===== src/rtl/host_cmd_link.sv =====
// Host-side command/response link: packs three UART bytes into a 24-bit command
// and pushes single response bytes out through the UART transmitter.
//
// state  | meaning
// R_IDLE | no command bytes held
// R_B1   | first (MS) byte held, waiting for the second
// R_B2   | two bytes held, waiting for the last
// R_FULL | command complete, cmd_rdy asserted until cleared
// T_IDLE | response path free
// T_LOAD | byte latched, trmt strobed this cycle
// T_WAIT | transmitter busy, waiting for tx_done
// T_DONE | resp_sent strobed this cycle
module host_cmd_link #(
  parameter int TIMEOUT_CYC = 20000
) (
  input  logic        clk,
  input  logic        rst,
  input  logic        rx_rdy,
  input  logic [7:0]  rx_data,
  output logic [23:0] cmd,
  output logic        cmd_rdy,
  input  logic        clr_cmd_rdy,
  input  logic [7:0]  resp_data,
  input  logic        send_resp,
  output logic        resp_sent,
  output logic [7:0]  tx_data,
  output logic        trmt,
  input  logic        tx_done,
  output logic        tx_busy,
  output logic        rx_ovr,
  output logic        rx_tmo
);

  typedef enum logic [1:0] {R_IDLE, R_B1, R_B2, R_FULL} rx_state_t;
  typedef enum logic [1:0] {T_IDLE, T_LOAD, T_WAIT, T_DONE} tx_state_t;

  localparam logic [15:0] TMO_LAST = 16'(TIMEOUT_CYC - 1);

  rx_state_t   rx_state;
  tx_state_t   tx_state;
  logic [15:0] tmo_cnt;

  always_ff @(posedge clk) begin
    if (rst) begin
      rx_state <= R_IDLE;
      tmo_cnt  <= '0;
      cmd      <= '0;
      cmd_rdy  <= 1'b0;
      rx_ovr   <= 1'b0;
      rx_tmo   <= 1'b0;
    end else begin
      rx_ovr <= 1'b0;
      rx_tmo <= 1'b0;
      case (rx_state)
        R_IDLE: begin
          tmo_cnt <= '0;
          if (rx_rdy) begin
            cmd[23:16] <= rx_data;
            rx_state   <= R_B1;
          end
        end
        R_B1: begin
          if (rx_rdy) begin
            cmd[15:8] <= rx_data;
            tmo_cnt   <= '0;
            rx_state  <= R_B2;
          end else if (tmo_cnt == TMO_LAST) begin
            tmo_cnt  <= '0;
            rx_tmo   <= 1'b1;
            rx_state <= R_IDLE;
          end else begin
            tmo_cnt <= tmo_cnt + 16'd1;
          end
        end
        R_B2: begin
          if (rx_rdy) begin
            cmd[7:0] <= rx_data;
            tmo_cnt  <= '0;
            cmd_rdy  <= 1'b1;
            rx_state <= R_FULL;
          end else if (tmo_cnt == TMO_LAST) begin
            tmo_cnt  <= '0;
            rx_tmo   <= 1'b1;
            rx_state <= R_IDLE;
          end else begin
            tmo_cnt <= tmo_cnt + 16'd1;
          end
        end
        R_FULL: begin
          tmo_cnt <= '0;
          if (clr_cmd_rdy) begin
            cmd_rdy <= 1'b0;
            // a byte arriving with the clear starts the next command
            if (rx_rdy) begin
              cmd[23:16] <= rx_data;
              rx_state   <= R_B1;
            end else begin
              rx_state <= R_IDLE;
            end
          end else if (rx_rdy) begin
            rx_ovr <= 1'b1;
          end
        end
        default: rx_state <= R_IDLE;
      endcase
    end
  end

  always_ff @(posedge clk) begin
    if (rst) begin
      tx_state  <= T_IDLE;
      tx_data   <= '0;
      trmt      <= 1'b0;
      resp_sent <= 1'b0;
      tx_busy   <= 1'b0;
    end else begin
      case (tx_state)
        T_IDLE: begin
          if (send_resp) begin
            tx_data  <= resp_data;
            trmt     <= 1'b1;
            tx_busy  <= 1'b1;
            tx_state <= T_LOAD;
          end
        end
        T_LOAD: begin
          trmt     <= 1'b0;
          tx_state <= T_WAIT;
        end
        T_WAIT: begin
          if (tx_done) begin
            resp_sent <= 1'b1;
            tx_state  <= T_DONE;
          end
        end
        T_DONE: begin
          resp_sent <= 1'b0;
          tx_busy   <= 1'b0;
          tx_state  <= T_IDLE;
        end
        default: tx_state <= T_IDLE;
      endcase
    end
  end

endmodule


===== config.mk =====
export PLATFORM = sky130hd
export DESIGN_NAME = host_cmd_link
export DESIGN_NICKNAME = d
export VERILOG_FILES = /design/src/rtl/host_cmd_link.sv
export SDC_FILE = /design/constraint.sdc
export NUM_CORES = 1
export LEC_CHECK = 0
export ABC_AREA = 1
export CAP_MARGIN = 20
export CORE_MARGIN = 2
export CORE_UTILIZATION = 40
export CTS_BUF_LIST = sky130_fd_sc_hd__clkbuf_4
export DETAILED_ROUTE_END_ITERATION = 8
export DONT_BUFFER_PORTS = 1
export GPL_ROUTABILITY_DRIVEN = 0
export PLACE_DENSITY_LB_ADDON = 0.15
export SYNTH_ARGS = -nofsm -noshare
export SYNTH_HDL_FRONTEND = slang
export SYNTH_SLANG_ARGS = --single-unit

===== constraint.sdc =====
create_clock -name clk -period 2 [get_ports clk]
set_clock_uncertainty 0.2 [all_clocks]
set_input_delay 0.3 -clock clk [delete_from_list [all_inputs] [get_ports clk]]
set_output_delay 0.3 -clock clk [all_outputs]
set_load 0.02 [all_outputs]

After elaboration in Yosys (flattened, before gate mapping):

Cells that the tools add are included.

* bits in registers: 58
* logic and storage cells: 75

* equal/unequal tests: 12
* bitwise operators: 2
* reduce and logical (&&, ||, !) cells: 21
* mux-type cells: 26
* add/sub/neg operators: 1

Operators by type and width (number)
* two-way mux 16 bit: 2
* one-hot mux 16 bit (2 select lines): 1
* AND reduction 2 bit: 9
* adder 16 x 1 -> 16 bit, second input constant: 1
* == test 16 x 15 -> 1 bit, second input constant: 1
* two-way mux 8 bit: 2
* one-hot mux 2 bit (4 select lines): 2
* one-hot mux 8 bit (2 select lines): 1
* two-way mux 2 bit: 7
* != test 2 bit, second input constant: 5
* nonzero test 2 bit: 5
* == test 2 bit, second input constant: 4
* one-hot mux 1 bit (2 select lines): 4
* two-way mux 1 bit: 7
* OR reduction 3 bit: 2
* == test 2 x 1 -> 1 bit, second input constant: 2
* zero test 2 bit: 2
* OR reduction 2 bit: 2
* AND reduction 3 bit: 1
* NOT 1 bit: 2

Longest topological paths before layout:

* word-level depth: 4
* depth in mapped cells: 9
* mapped depth without buffers: 9

Worst setup path before layout:

Ideal clock, no wire load.

* path kind: flip-flop to flip-flop
* from: register rx_state[1]
* to: register rx_state[0]
* library setup time: 70 ps
* path buffers: 0
* data arrival time: 1261 ps
* setup slack: 469 ps
* cell stages (with the launch flop): 9
* data required time: 1730 ps
* period minus slack after synthesis: 1531 ps
* cell sequence: dfxtp_1 ha_1 inv_1 or2_4 o21ai_0 inv_1 nand2_1 nand2_1 a21oi_1

* cells in the longest elaborated chain, start to end: 3

RTL lines
* start: declaration: RTL line 39 `rx_state_t rx_state;`
* start signal: assignment: RTL line 45 `rx_state <= R_IDLE;`
* start signal: assignment: RTL line 59 `rx_state <= R_B1;`
* start signal: assignment: RTL line 66 `rx_state <= R_B2;`
* == test 2 bit / zero test 2 bit (equally long branches): RTL line 54 `case (rx_state)`
* != test 2 bit (no line)
* AND reduction 2 bit (no line)

Parallel ways exist; a longest one is shown, timed or not.
A chain may end at the register's enable or synchronous reset.

Worst setup path after layout:

* from: register rx_state[1]
* to: register tmo_cnt[12]

* cells in the longest elaborated chain, start to end: 3

RTL lines
* == test 2 bit, or another cell as far along: RTL line 54
* OR reduction 2 bit (no line)
* one-hot mux 16 bit (2 select lines) (*): RTL line 54
* end signal: assignment: RTL line 72 `tmo_cnt <= tmo_cnt + 16'd1;`
* end signal: assignment: RTL line 86 `tmo_cnt <= tmo_cnt + 16'd1;`
* end: declaration: RTL line 41 `logic [15:0] tmo_cnt;`

Mark *: on every way between the ends. The rest lies on a longest branch, timed or not.

==> summary.md <==
| Metric | Value |
|---|---|
| Status | complete, no violations |
| Critical Path Fanout Max | 16 |
| Type of the worst setup path | reg -> reg |
| I/O pin total | 60 |
| Final Hold Fails | 0 |
| Number of inserted diodes | 0 |
| Cell taking the most area after synthesis | dfxtp_1 |
| WP data required | 2.14 ns |
| DIE AREA | between 0.006 and 0.007 sq mm |
| FP Rows | 28 |
| IO Port Bufs | 0 |
| Fin cells | between 400 and 500 |
| Cell Pwr Density | 933 mW/mm^2 |
| Max frequency | roughly 560 MHz |
| EDFF count, synth | 0 |
| Total CTS buffers | 9 |
| Vias per cell | approximately 4.8 |
| Synthesized Nets | around 350 |
| Hold Crit Start | rx_rdy |
| Post-Syn Instances | 317 |
| Synth Cell Area | between 0.002 and 0.0025 sq mm |
| Hold Path Sink | rx_state[1]$_SDFFE_PP0P_ |
| Placed insts | about 390 |
| CTS Buffer Depth | 2 |
| Sequential share of the synthesized area | between 40% and 50% |
| Unique masters post-synth | 31 |
| Worst r2r path cells | 7 |
| Count of pins over their slew limit | 0 |
| 1st-iter DRT viols | 40 |
| Layout cells sized above 1 | under 10% |
| Synth top area cells | dfxtp_1 (47%), nor2_1 (11%), o21ai_0 (8.2%), nand2_1 (5.4%), ha_1 (5.1%) |
| Routed WL per cell | approximately 13 um |
| Worst-margin pin slew | 0.365 ns |
| Unrepaired setup endpoints after global routing | no |
| Top-count cell post-synth | nor2_1 |
| Static leakage | around 1.1 nW |
| CTS resizes | 0 |
| Sum Neg Setup Slack | 0 ns |
| Ys flop type | dfxtp_1 |
| R2r setup slk | 0.23 ns |
| #FFs+latches synth | 58 |
| Initial Utilization | just over 40% |
| Initial antenna violation count | 0 |
| Dpl hpwl | approximately 3700 um |
| Yosys top cell area share | 47.3% |
| Vias | 2060 |
| Crit start category | flip-flop |
| Post-synth ARST share | 0% |
| Worst vdd ir | 0.414 mV |
| Syn. warnings | 0 |
| Average size of a mapped cell | approximately 7.7 sq um |
| Setup crit end kind | flip-flop |
| Post-route clock period utilization | between 80% and 90% |
| Commonest cells in the netlist | nor2_1 (72), dfxtp_1 (58), o21ai_0 (40) |
| First-pass GRT wire length | 8450 um |
| Final wirelength | about 5500 um |
| Number of global-route vias before repair | 1877 |
| Max-slew headroom at the worst pin | between 70% and 80% |
| Layout area overhead | 17.1% |
| Die width | 82.3 um |
| Die Span Y | 82.3 um |
| Reg-to-Reg Start | rx_state[1]$_SDFFE_PP0P_ |
| First-pass DRT Iterations | 4 |
| Clock sinks | 58 |
| CORE AREA | between 0.005 and 0.006 sq mm |
| Final layout net count | 378 |
| Clk Latency, worst-skew pair | about 0.4 ns |
| Worst path arrival time | between 1.5 and 2 ns |
| Tmin final | between 1.5 and 2 ns |
| FF-to-FF End | tmo_cnt[12]$_SDFF_PP0_ |
| Finish-stage setup viols | 0 |
| Root buffer cell | clkbuf_4 |
| # DRC | 0 |
| Largest net degree at the start of global routing | 36 |
| Maximum capacitance violations | 0 |
| H-tree depth | 3 |
| Gr usage total | ~17% |
| CTS clock-pin slew for the worst setup and hold paths | around 0.090 ns |
| Hold Path Depth | 3 |
| Total power | approximately 2.7 mW |
| Grt total ovfl | 0 |
| Post-DRT Antenna Nets | 0 |
| CTS tree | done |
| Tightest Hold Check Type | in -> reg |
| Post-CTS Setup Bufs | 0 |
-- area by class of cell --
cell class	count	area, sq um
inverters	36	135
flip-flops and latches	58	1160
clock inverters	6	57.6
fillers	620	3050
clock buffers	10	75.1
well taps	75	93.8
multi-input cells	217	1120
repair buffers	24	233
-- kinds of logic (layout without fill, tap and decap cells) --
logic type                 count (synthesis)  count (layout)  synth area share [%]
DFF                                       58              58                  47.3
and+or+nand+nor                          135             135                  24.7
xor gates and xnor gates                   4               4                  1.43
buffers and inverters                     42              76                  7.09
AOI/OAI and AO/OA                         68              68                  14.4
adders and majority gates                 10              10                  5.10
-- metrics by stage --
stage | setup WS [ns] | cell area (sq um) | hold WS, ns | util [%]
after floorplan | 0.469 | 2450 | 0.178 | -
after global placement | 0.289 | 2530 | 0.172 | 42.8
after detailed placement | 0.231 | 2530 | 0.177 | 42.8
after CTS | 0.197 | 2870 | 0.00707 | 48.5
after global routing | 0.0700 | 2870 | 0.0256 | 48.5
final | 0.227 | 2870 | 0.0372 | 48.5
-- worst max path at each step --
stage | end | startpoint | slack [ns] | depth (start not counted)
after floorplan | rx_state[0]$_SDFFE_PP0P_ | rx_state[1]$_SDFFE_PP0P_ | 0.47 | 8
after global placement | rx_state[0]$_SDFFE_PP0P_ | rx_state[1]$_SDFFE_PP0P_ | 0.29 | 8
after detailed placement | tmo_cnt[12]$_SDFF_PP0_ | rx_state[1]$_SDFFE_PP0P_ | 0.23 | 7
after CTS | tmo_cnt[12]$_SDFF_PP0_ | rx_state[1]$_SDFFE_PP0P_ | 0.20 | 7
after global routing | tmo_cnt[12]$_SDFF_PP0_ | rx_state[1]$_SDFFE_PP0P_ | 0.07 | 7
final | tmo_cnt[12]$_SDFF_PP0_ | rx_state[1]$_SDFFE_PP0P_ | 0.23 | 7
-- registers in the layout, indices dropped and copies added (netlist names) --
register / flops
cmd: 24
tmo_cnt: 16
tx_data: 8
rx_state: 2
tx_state: 2
cmd_rdy: 1
resp_sent: 1
rx_ovr: 1
rx_tmo: 1
trmt: 1
tx_busy: 1
-- routing by layer --
layer | wire length, um | vias to the layer above | global-route usage, %
li1 | - | 1083 | -
met1 | 2480 | 918 | 18.6
met2 | 2530 | 53 | 28.1
met3 | 373 | 6 | 4.57
met4 | 81 | 0 | 10.0
met5 | 0 | - | 0
-- timing repair --
action | 4_1_cts | 5_1_grt
hold endpoints to repair | 42 | 0
endpoints found under the setup margin | 0 | 0
hold buffers | 21 | 0
-- report_power, final --
group / total [mW] / internal [mW] / leakage (nW) / switching (mW)
registers: 1.47 / 1.27 / 0.473 / 0.200
clock network: 0.811 / 0.387 / 0.0759 / 0.425
logic: 0.397 / 0.163 / 0.542 / 0.234
total: 2.68 / 1.82 / 1.09 / 0.858
-- critical path, cell delays in order (launching register included) --
cell	delay [ns]
dfxtp_1	0.41
inv_1	0.10
ha_1	0.20
nor2_1	0.18
nand3_2	0.32
nor2_1	0.19
nand2_1	0.06
inv_1	0.05
-- layout by cell type (no fill, tap or decap) --
| cell | instances |
|---|---|
| a21o_1 | 1 |
| a21oi_1 | 24 |
| a221oi_1 | 1 |
| a311oi_1 | 1 |
| buf_4 | 3 |
| bufinv_16 | 1 |
| clkbuf_4 | 10 |
| clkinv_1 | 1 |
| clkinv_2 | 4 |
| clkinvlp_4 | 1 |
| dfxtp_1 | 58 |
| dlygate4sd3_1 | 21 |
| ha_1 | 10 |
| inv_1 | 33 |
| inv_2 | 2 |
| nand2_1 | 35 |
| nand2_2 | 1 |
| nand3_1 | 3 |
| nand3_2 | 3 |
| nand3b_1 | 1 |
| nand3b_4 | 1 |
| nand4_1 | 4 |
| nor2_1 | 72 |
| nor2_4 | 2 |
| nor3_1 | 8 |
| nor3_2 | 1 |
| nor4_1 | 1 |
| o21a_1 | 1 |
| o21ai_0 | 40 |
| or2_1 | 1 |
| or2_2 | 1 |
| or2_4 | 1 |
| xnor2_1 | 3 |
| xor2_1 | 1 |
No activity file was read; power rests on OpenSTA's default activity.
